**src/rtl/i_decode.sv**
```systemverilog
// rtl/i_decode.sv - decode stage: control decode, 32x32 register file with write-through, ID/EX latch
module i_decode (
    input  logic        clk,
    input  logic        rst,
    input  logic [31:0] IF_ID_instr,
    input  logic [31:0] IF_ID_npc,
    input  logic        EX_MEM_PCSrc,
    input  logic        MEM_WB_RegWrite,
    input  logic [4:0]  MEM_WB_writereg,
    input  logic [31:0] MEM_WB_writedata,
    output logic [1:0]  ID_EX_wb,
    output logic [2:0]  ID_EX_m,
    output logic [3:0]  ID_EX_ex,
    output logic [31:0] ID_EX_npc,
    output logic [31:0] ID_EX_readdat1,
    output logic [31:0] ID_EX_readdat2,
    output logic [31:0] ID_EX_sign_ext,
    output logic [4:0]  ID_EX_instr_2016,
    output logic [4:0]  ID_EX_instr_1511
);

    localparam logic [5:0] OP_RTYPE = 6'h00;
    localparam logic [5:0] OP_LW    = 6'h23;
    localparam logic [5:0] OP_SW    = 6'h2B;
    localparam logic [5:0] OP_BEQ   = 6'h04;

    logic [31:0] regs [32];

    logic [5:0]  opcode;
    logic [4:0]  rs;
    logic [4:0]  rt;
    logic        wr_en;
    logic [1:0]  wb_next;
    logic [2:0]  m_next;
    logic [3:0]  ex_next;
    logic [31:0] rs_data;
    logic [31:0] rt_data;
    logic [31:0] sign_ext;

    assign opcode   = IF_ID_instr[31:26];
    assign rs       = IF_ID_instr[25:21];
    assign rt       = IF_ID_instr[20:16];
    assign sign_ext = {{16{IF_ID_instr[15]}}, IF_ID_instr[15:0]};
    assign wr_en    = MEM_WB_RegWrite && (MEM_WB_writereg != 5'd0);

    always_comb begin
        wb_next = 2'b00;
        m_next  = 3'b000;
        ex_next = 4'b0000;
        case (opcode)
            OP_RTYPE: begin wb_next = 2'b10; m_next = 3'b000; ex_next = 4'b1100; end
            OP_LW:    begin wb_next = 2'b11; m_next = 3'b010; ex_next = 4'b0001; end
            OP_SW:    begin wb_next = 2'b00; m_next = 3'b001; ex_next = 4'b0001; end
            OP_BEQ:   begin wb_next = 2'b00; m_next = 3'b100; ex_next = 4'b0010; end
            default:  begin wb_next = 2'b00; m_next = 3'b000; ex_next = 4'b0000; end
        endcase
    end

    // A same-cycle write-back wins over the stale array contents; r0 is hardwired to zero.
    always_comb begin
        rs_data = 32'd0;
        rt_data = 32'd0;
        if (rs != 5'd0)
            rs_data = (wr_en && MEM_WB_writereg == rs) ? MEM_WB_writedata : regs[rs];
        if (rt != 5'd0)
            rt_data = (wr_en && MEM_WB_writereg == rt) ? MEM_WB_writedata : regs[rt];
    end

    always_ff @(posedge clk or posedge rst) begin
        if (rst) begin
            for (int i = 0; i < 32; i++)
                regs[i] <= 32'd0;
        end else if (wr_en) begin
            regs[MEM_WB_writereg] <= MEM_WB_writedata;
        end
    end

    always_ff @(posedge clk or posedge rst) begin
        if (rst) begin
            ID_EX_wb         <= 2'b00;
            ID_EX_m          <= 3'b000;
            ID_EX_ex         <= 4'b0000;
            ID_EX_npc        <= 32'd0;
            ID_EX_readdat1   <= 32'd0;
            ID_EX_readdat2   <= 32'd0;
            ID_EX_sign_ext   <= 32'd0;
            ID_EX_instr_2016 <= 5'd0;
            ID_EX_instr_1511 <= 5'd0;
        end else begin
            // A taken branch squashes only control; datapath fields still load.
            ID_EX_wb         <= EX_MEM_PCSrc ? 2'b00   : wb_next;
            ID_EX_m          <= EX_MEM_PCSrc ? 3'b000  : m_next;
            ID_EX_ex         <= EX_MEM_PCSrc ? 4'b0000 : ex_next;
            ID_EX_npc        <= IF_ID_npc;
            ID_EX_readdat1   <= rs_data;
            ID_EX_readdat2   <= rt_data;
            ID_EX_sign_ext   <= sign_ext;
            ID_EX_instr_2016 <= IF_ID_instr[20:16];
            ID_EX_instr_1511 <= IF_ID_instr[15:11];
        end
    end

endmodule

```
**config.mk**
```make
export PLATFORM = sky130hd
export DESIGN_NAME = i_decode
export DESIGN_NICKNAME = d
export VERILOG_FILES = /design/src/rtl/i_decode.sv
export SDC_FILE = /design/constraint.sdc
export NUM_CORES = 2
export LEC_CHECK = 0
export CAP_MARGIN = 20
export CELL_PAD_IN_SITES_DETAIL_PLACEMENT = 1
export CELL_PAD_IN_SITES_GLOBAL_PLACEMENT = 2
export CORE_UTILIZATION = 50
export CTS_BUF_LIST = sky130_fd_sc_hd__clkbuf_4
export DETAILED_ROUTE_END_ITERATION = 16
export PLACE_DENSITY_LB_ADDON = 0.1
export REMOVE_ABC_BUFFERS = 1
export SETUP_SLACK_MARGIN = 0.5
export SLEW_MARGIN = 5
export SYNTH_ARGS = -nofsm -noshare
export SYNTH_HDL_FRONTEND = slang
export SYNTH_SLANG_ARGS = --single-unit
```
**constraint.sdc**
```tcl
create_clock -name clk -period 98.7 [get_ports clk]
set_clock_uncertainty 0.15 [all_clocks]
set_input_delay 24.675 -clock clk [delete_from_list [all_inputs] [get_ports clk]]
set_output_delay 24.675 -clock clk [all_outputs]
set_load 0.02 [all_outputs]
```
# --- After elaboration in Yosys (flattened, before gate mapping) ---
# Index checks and enable logic that the tools add are counted.
word_totals:
  mem_bits_ro: 0
  n_memories: 0
  word_cells: 81
  latchBits: 0
  ram_bits: 0
  ff_bits: 1155
  in_bits: 105
op_classes:
  multipliers: 0
  div_mod_pow: 0
  eq_ne: 5
  n_reduce_logical: 9
  shift: 0
  order_cmp: 4
  bitwise: 3
  n_addsub: 0
  n_mux: 19
op_table:
  columns: ["cell", "count"]
  rows:
  - ["$bwmux W1024", 1]
  - ["$bmux W32 S5", 2]
  - ["$mux W32", 9]
  - ["$demux W32 S5", 1]
  - ["$ge A6 B6 Y1 const B", 3]
  - ["$not A5 Y6", 3]
  - ["$reduce_bool A5 Y1", 3]
  - ["$eq A6 B6 Y1 const B", 2]
  - ["$pmux W4 S3", 1]
  - ["$eq A5 B5 Y1", 2]
  - ["$pmux W3 S3", 1]
  - ["$eq A6 B3 Y1 const B", 1]
  - ["$logic_not A6 Y1", 1]
  - ["$lt A6 B1 Y1 const B", 1]
  - ["$logic_and A1 B1 Y1", 4]
  - ["$mux W4", 1]
  - ["$pmux W2 S2", 1]
  - ["$mux W3", 1]
  - ["$mux W2", 1]
  - ["$reduce_or A2 Y1", 1]

# --- Depth between registers and ports, before layout ---
logic_depth:
  ltp_word: 6
  ltp_mapped: 10
  ltp_nobuf: 5

# --- Worst setup path after synthesis ---
# No wires, ideal clock.
synth_timing:
  path_kind: "input port to flip-flop"
  startpoint: "input IF_ID_instr[17]"
  endpoint: "register ID_EX_readdat2[31]"
  setup_time_ps: 124
  arrival_ps: 26339
  required_time_ps: 98426
  setup_slack_ps: 72087
  path_stages: 8
  path_cell_list: "buf_4 buf_4 buf_2 clkbuf_1 mux4_2 a22oi_1 a21oi_1 a211o_1"
synth_between:
  elab_chain_cells: 6
  elab_cells_between_ends: 9
  classes_between: "1 x eq/ne; 5 x mux; 1 x bitwise; 2 x reduce/logical"
synth_lines:
  columns: ["item", "line_no", "source"]
  rows:
  - ["start: declaration", "5", "input logic [31:0] IF_ID_instr,"]
  - ["$not A5 Y6 (not written as such)", "66", "rt_data = (wr_en && MEM_WB_writereg == rt) ? MEM_WB_writedata : regs[rt];"]
  - ["$bmux W32 S5", "66", null]
  - ["$mux W32 (not written as such) (2 in a row)", "66", null]
  - ["$mux W32", "66", null]
  - ["$mux W32 *", "65", "if (rt != 5'd0)"]
  - ["net rt_data[31]", "37", "logic [31:0] rt_data;"]
  - ["end signal: assignment", "96", "ID_EX_readdat2 <= rt_data;"]
  - ["end: declaration", "16", "output logic [31:0] ID_EX_readdat2,"]
# Mark *: on every way through the listed nets, which the timed path passes. The rest lies on a longest branch. The select of a mux whose other input is x is not followed.
# A chain may end at the register's enable or synchronous reset.

==> PnR_summary.wiki <==
{| class="wikitable"
! Metric !! Value
|-
| Port buffer count || 251
|-
| Mapped Cells || ~4000
|-
| Depth of the CTS H-tree || 5
|-
| Initial core utilization || about half
|-
| Total Die Area || approximately 120000 um^2
|-
| Post-Synthesis Mean Instance Area || around 14 um^2
|-
| Worst reg-to-reg path cell count || 5
|-
| Half-perimeter wire length after detailed placement || approximately 120000 um
|-
| Buffer count from post-CTS setup fixing || 0
|-
| Via count || 40497
|-
| Final hold violations || 0
|-
| Type of destination of the critical path || asynchronous set/reset pin
|-
| Worst hold-check path type || reg2reg
|-
| 1st-pass router iterations || 5
|-
| Per-cell via count in the routed design || ~6.7
|-
| Ratio of total power to cell area || about 20 nW/um^2
|-
| Total DRC errors in the routed layout || 0
|-
| Relative max-transition margin || 17.17%
|-
| Final wirelength || between 200000 and 250000 um
|-
| Last weighted congestion value of the routability-driven placer || 0.8137
|-
| Unrepaired setup endpoints after global routing || no
|-
| Sequential element share of the synthesized area || 48.80%
|-
| Antenna violations before repair || 8
|-
| R2r startpoint || regs[284]$_DFFE_PP0P_
|-
| Synth Cell Area || approximately 60000 um^2
|-
| Placed instance area || roughly 62000 um^2
|-
| Number of nets in the layout || between 4000 and 5000
|-
| Design Area, Final || between 60000 and 70000 um^2
|-
| Overall die height || between 300 and 400 um
|-
| Number of buffers created by CTS || 332
|-
| Maximum number of pins on one net before global-route repair || 177
|-
| Core Rows || ~130
|-
| Critical path class || in2async
|-
| Final core utilization || 57.03%
|-
| Final period utilization || between 20% and 30%
|-
| Max-cap viol count || 0
|-
| Highest achievable clock rate || about 36 MHz
|-
| Layout cells sized above 1 || between 40% and 50%
|-
| Fillcell total || ~11000
|-
| Proportion of synthesized flip-flops having asynchronous set or reset || 100.0%
|-
| Transition time at the pin with the least slew margin || approximately 1.2 ns
|-
| Hold worst-path end || regs[1002]$_DFFE_PP0P_
|-
| TritonCTS clock tree || built
|-
| First DRT Iteration DRCs || 3382
|-
| Count of nets left with antenna violations after detail routing || 0
|-
| Flop and latch count out of synthesis || between 1000 and 1500
|-
| Kind of start point of the critical path || primary input
|-
| Synth-to-Final Area Change || 12.87%
|-
| Leading register cell type out of synthesis || sky130_fd_sc_hd__dfrtp_1
|-
| Worst r2r dst || ID_EX_readdat2[28]$_DFF_PP0_
|-
| Count of boundary I/O pins || between 200 and 300
|-
| Cell leakage power || roughly 0.029 uW
|-
| Number of flops mapped to enable cells by yosys || 0
|-
| Residual overflow from global routing || 0
|-
| Die Span X || between 300 and 400 um
|-
| Synth warn || 0
|-
| Number of setup violations in the final report || 0
|-
| CP required || ~100 ns
|-
| Worst hold path cell count || 0
|-
| Final worst path period need || approximately 28 ns
|-
| Average wire per cell in the routed design || between 30 and 40 um
|-
| Wire length of the first global-routing pass || ~310000 um
|-
| Count of pins over their slew limit || 0
|-
| Number of distinct library cell variants in the gate-level netlist after synthesis || 62
|-
| Clock latency on the worst-skew pair || 1.26 ns
|-
| Start point of the critical path || rst
|-
| Critical Path AT || between 20 and 30 ns
|-
| Core outline area || approximately 120000 um^2
|-
| Root cell of the clock tree || sky130_fd_sc_hd__clkbuf_4
|-
| CP max FO || about 140
|-
| Vias in the first global route || about 43000
|-
| TNS Setup || 0 ns
|-
| Setup ws final || 70.68 ns
|-
| Peak VDD IR || approximately 0.012 mV
|-
| Post-placement worst setup slack || slightly below 70 ns
|-
| Number of buffers inserted by hold repair at cts || 0
|-
| Global routing usage summed across all routing layers || a little over a third
|-
| Cells resized by post-CTS repair || 0
|-
| Clock tree buffer depth || 4
|-
| Outcome || complete, no violations
|-
| Clock slew at reported path FFs || around 0.060 ns
|-
| Reg-to-reg slack, setup || between 90 and 100 ns
|-
| Hold wc startpoint || regs[1002]$_DFFE_PP0P_
|-
| Number of sinks handled by clock tree synthesis || roughly 1100
|}
cell usage after synthesis (all sizes together) (3+ instances only):
cell,instances,area (um^2)
nand4,3,18.77
a31oi,12,75.07
a2111oi,18,157.7
or3,4,25.02
o22a,16,140.1
or4,9,67.56
a221o,29,290.3
o22ai,85,531.8
nor2b,22,137.6
xor2,3,26.28
nor2,104,390.4
o31a,6,52.55
clkbuf,235,882.1
o21a,8,60.06
buf,232,1483
nor3b,10,75.07
dfrtp,1148,28730
xnor2,7,61.31
nor3,26,135.1
nand3b,5,37.54
a22o,19,166.4
or2,5,31.28
a22oi,26,195.2
a211oi,21,157.7
and2,4,25.02
a21oi,36,180.2
mux2i,301,3013
mux4,366,8243
and3,5,31.28
nor4,18,112.6
a221oi,59,516.8
o21ai,73,365.4
a32o,4,40.04
mux2,1050,11820
inv,8,30.03
nand2,42,157.7
nand3,5,25.02
a211o,3,26.28
a311oi,11,96.34
nand2b,9,56.30
sequential cells by signal (all words and copies together), names as in the netlist:
| name | cells |
|---|---|
| regs | 1024 |
| ID_EX_npc | 32 |
| ID_EX_readdat1 | 32 |
| ID_EX_readdat2 | 32 |
| ID_EX_sign_ext | 11 |
| ID_EX_instr_1511 | 5 |
| ID_EX_instr_2016 | 5 |
| ID_EX_ex | 3 |
| ID_EX_m | 3 |
| ID_EX_wb | 1 |
power by group:
part           internal (uW)  total, uW  switching, uW
Sequential               555        619           63.3
Clock                    232        441            209
Combinational            153        268            114
per-stage QoR:
stage	power [uW]	cells	hold slack [ns]
2_1_floorplan	788.2	3602	0.2153
6_report	1327	6074	0.2446
5_1_grt	1388	6072	0.2586
3_3_place_gp	876.0	5488	0.2268
3_5_place_dp	889.6	5490	0.2333
4_1_cts	1333	6042	0.2481
how the worst max path moves through the flow:
stage | end | slack (ns) | cells past startpoint
final | regs[183]$_DFFE_PP0P_ | 70.68 | 6
after global routing | regs[151]$_DFFE_PP0P_ | 69.98 | 6
after CTS | regs[151]$_DFFE_PP0P_ | 70.48 | 6
after detailed placement | ID_EX_readdat2[24]$_DFF_PP0_ | 69.15 | 6
after global placement | regs[184]$_DFFE_PP0P_ | 69.23 | 6
after floorplan | ID_EX_ex[0]$_DFF_PP0_ | 41.54 | 1
logic make-up (layout without fill, tap and decap cells):
| kind of cell | Yosys count | count (layout) | synth area share [%] |
|---|---|---|---|
| buffers and inverters | 477 | 950 | 4.080 |
| AND/OR/NAND/NOR | 278 | 278 | 2.382 |
| flip-flops | 1148 | 1148 | 48.79 |
| AO/OA/AOI/OAI | 439 | 439 | 5.392 |
| XOR/XNOR | 10 | 10 | 0.1488 |
| multiplexers | 1717 | 1717 | 39.20 |
| other | 0 | 8 | 0 |
cell usage in the layout (no fill, tap or decap), types with 8 or more instances in the layout:
cell / Yosys / layout
sky130_fd_sc_hd__mux2_1: 9 / 9
sky130_fd_sc_hd__diode_2: 0 / 8
sky130_fd_sc_hd__o22ai_1: 85 / 85
sky130_fd_sc_hd__or4_1: 9 / 8
sky130_fd_sc_hd__a211oi_1: 21 / 21
sky130_fd_sc_hd__a31oi_1: 12 / 12
sky130_fd_sc_hd__o21a_1: 8 / 8
sky130_fd_sc_hd__a221oi_1: 59 / 59
sky130_fd_sc_hd__mux2i_1: 301 / 301
sky130_fd_sc_hd__mux2_2: 1041 / 1041
sky130_fd_sc_hd__nor2_4: 0 / 14
sky130_fd_sc_hd__nand2_1: 42 / 26
sky130_fd_sc_hd__a21oi_1: 36 / 36
sky130_fd_sc_hd__a22oi_1: 26 / 26
sky130_fd_sc_hd__a22o_1: 19 / 19
sky130_fd_sc_hd__clkdlybuf4s50_1: 0 / 241
sky130_fd_sc_hd__clkinv_1: 2 / 53
sky130_fd_sc_hd__nand2_2: 0 / 16
sky130_fd_sc_hd__o21ai_0: 60 / 60
sky130_fd_sc_hd__o21ai_1: 13 / 12
sky130_fd_sc_hd__a311oi_1: 11 / 11
sky130_fd_sc_hd__nor3_1: 25 / 24
sky130_fd_sc_hd__buf_8: 2 / 21
sky130_fd_sc_hd__dfrtp_1: 1148 / 1148
sky130_fd_sc_hd__o22a_1: 16 / 16
sky130_fd_sc_hd__a2111oi_0: 18 / 18
sky130_fd_sc_hd__nor4_1: 18 / 17
sky130_fd_sc_hd__nor2_1: 104 / 89
sky130_fd_sc_hd__mux4_2: 366 / 366
sky130_fd_sc_hd__buf_4: 55 / 110
sky130_fd_sc_hd__a221o_1: 29 / 29
sky130_fd_sc_hd__nor2b_1: 22 / 18
sky130_fd_sc_hd__clkbuf_4: 0 / 488
critical path, cell delays in order:
cell                              delay [ns]
sky130_fd_sc_hd__clkdlybuf4s50_1        0.49
sky130_fd_sc_hd__inv_8                  0.57
sky130_fd_sc_hd__buf_4                  0.85
sky130_fd_sc_hd__buf_4                  0.82
sky130_fd_sc_hd__buf_12                 0.62
sky130_fd_sc_hd__buf_4                  0.85
routing by layer:
metal	GRT usage [%]	wire, um	vias to the layer above
met5	0	23	-
met4	14.62	8942	4
met3	6.500	15110	537
met2	55.55	97560	1823
met1	48.27	86310	21881
li1	-	-	16252
cell type report:
class / instances / area, um^2 / area share, %
Sequential cell: 1148 / 28730 / 43.23
Multi-Input combinational cell: 2444 / 27970 / 42.09
Timing Repair Buffer: 388 / 3795 / 5.711
Clock buffer: 488 / 3664 / 5.513
Tap cell: 1524 / 1907 / 2.869
Clock inverter: 64 / 325.3 / 0.4895
Inverter: 10 / 45.04 / 0.06778
Antenna cell: 8 / 20.02 / 0.03013
Note: power is estimated with default switching activity, not from simulation.
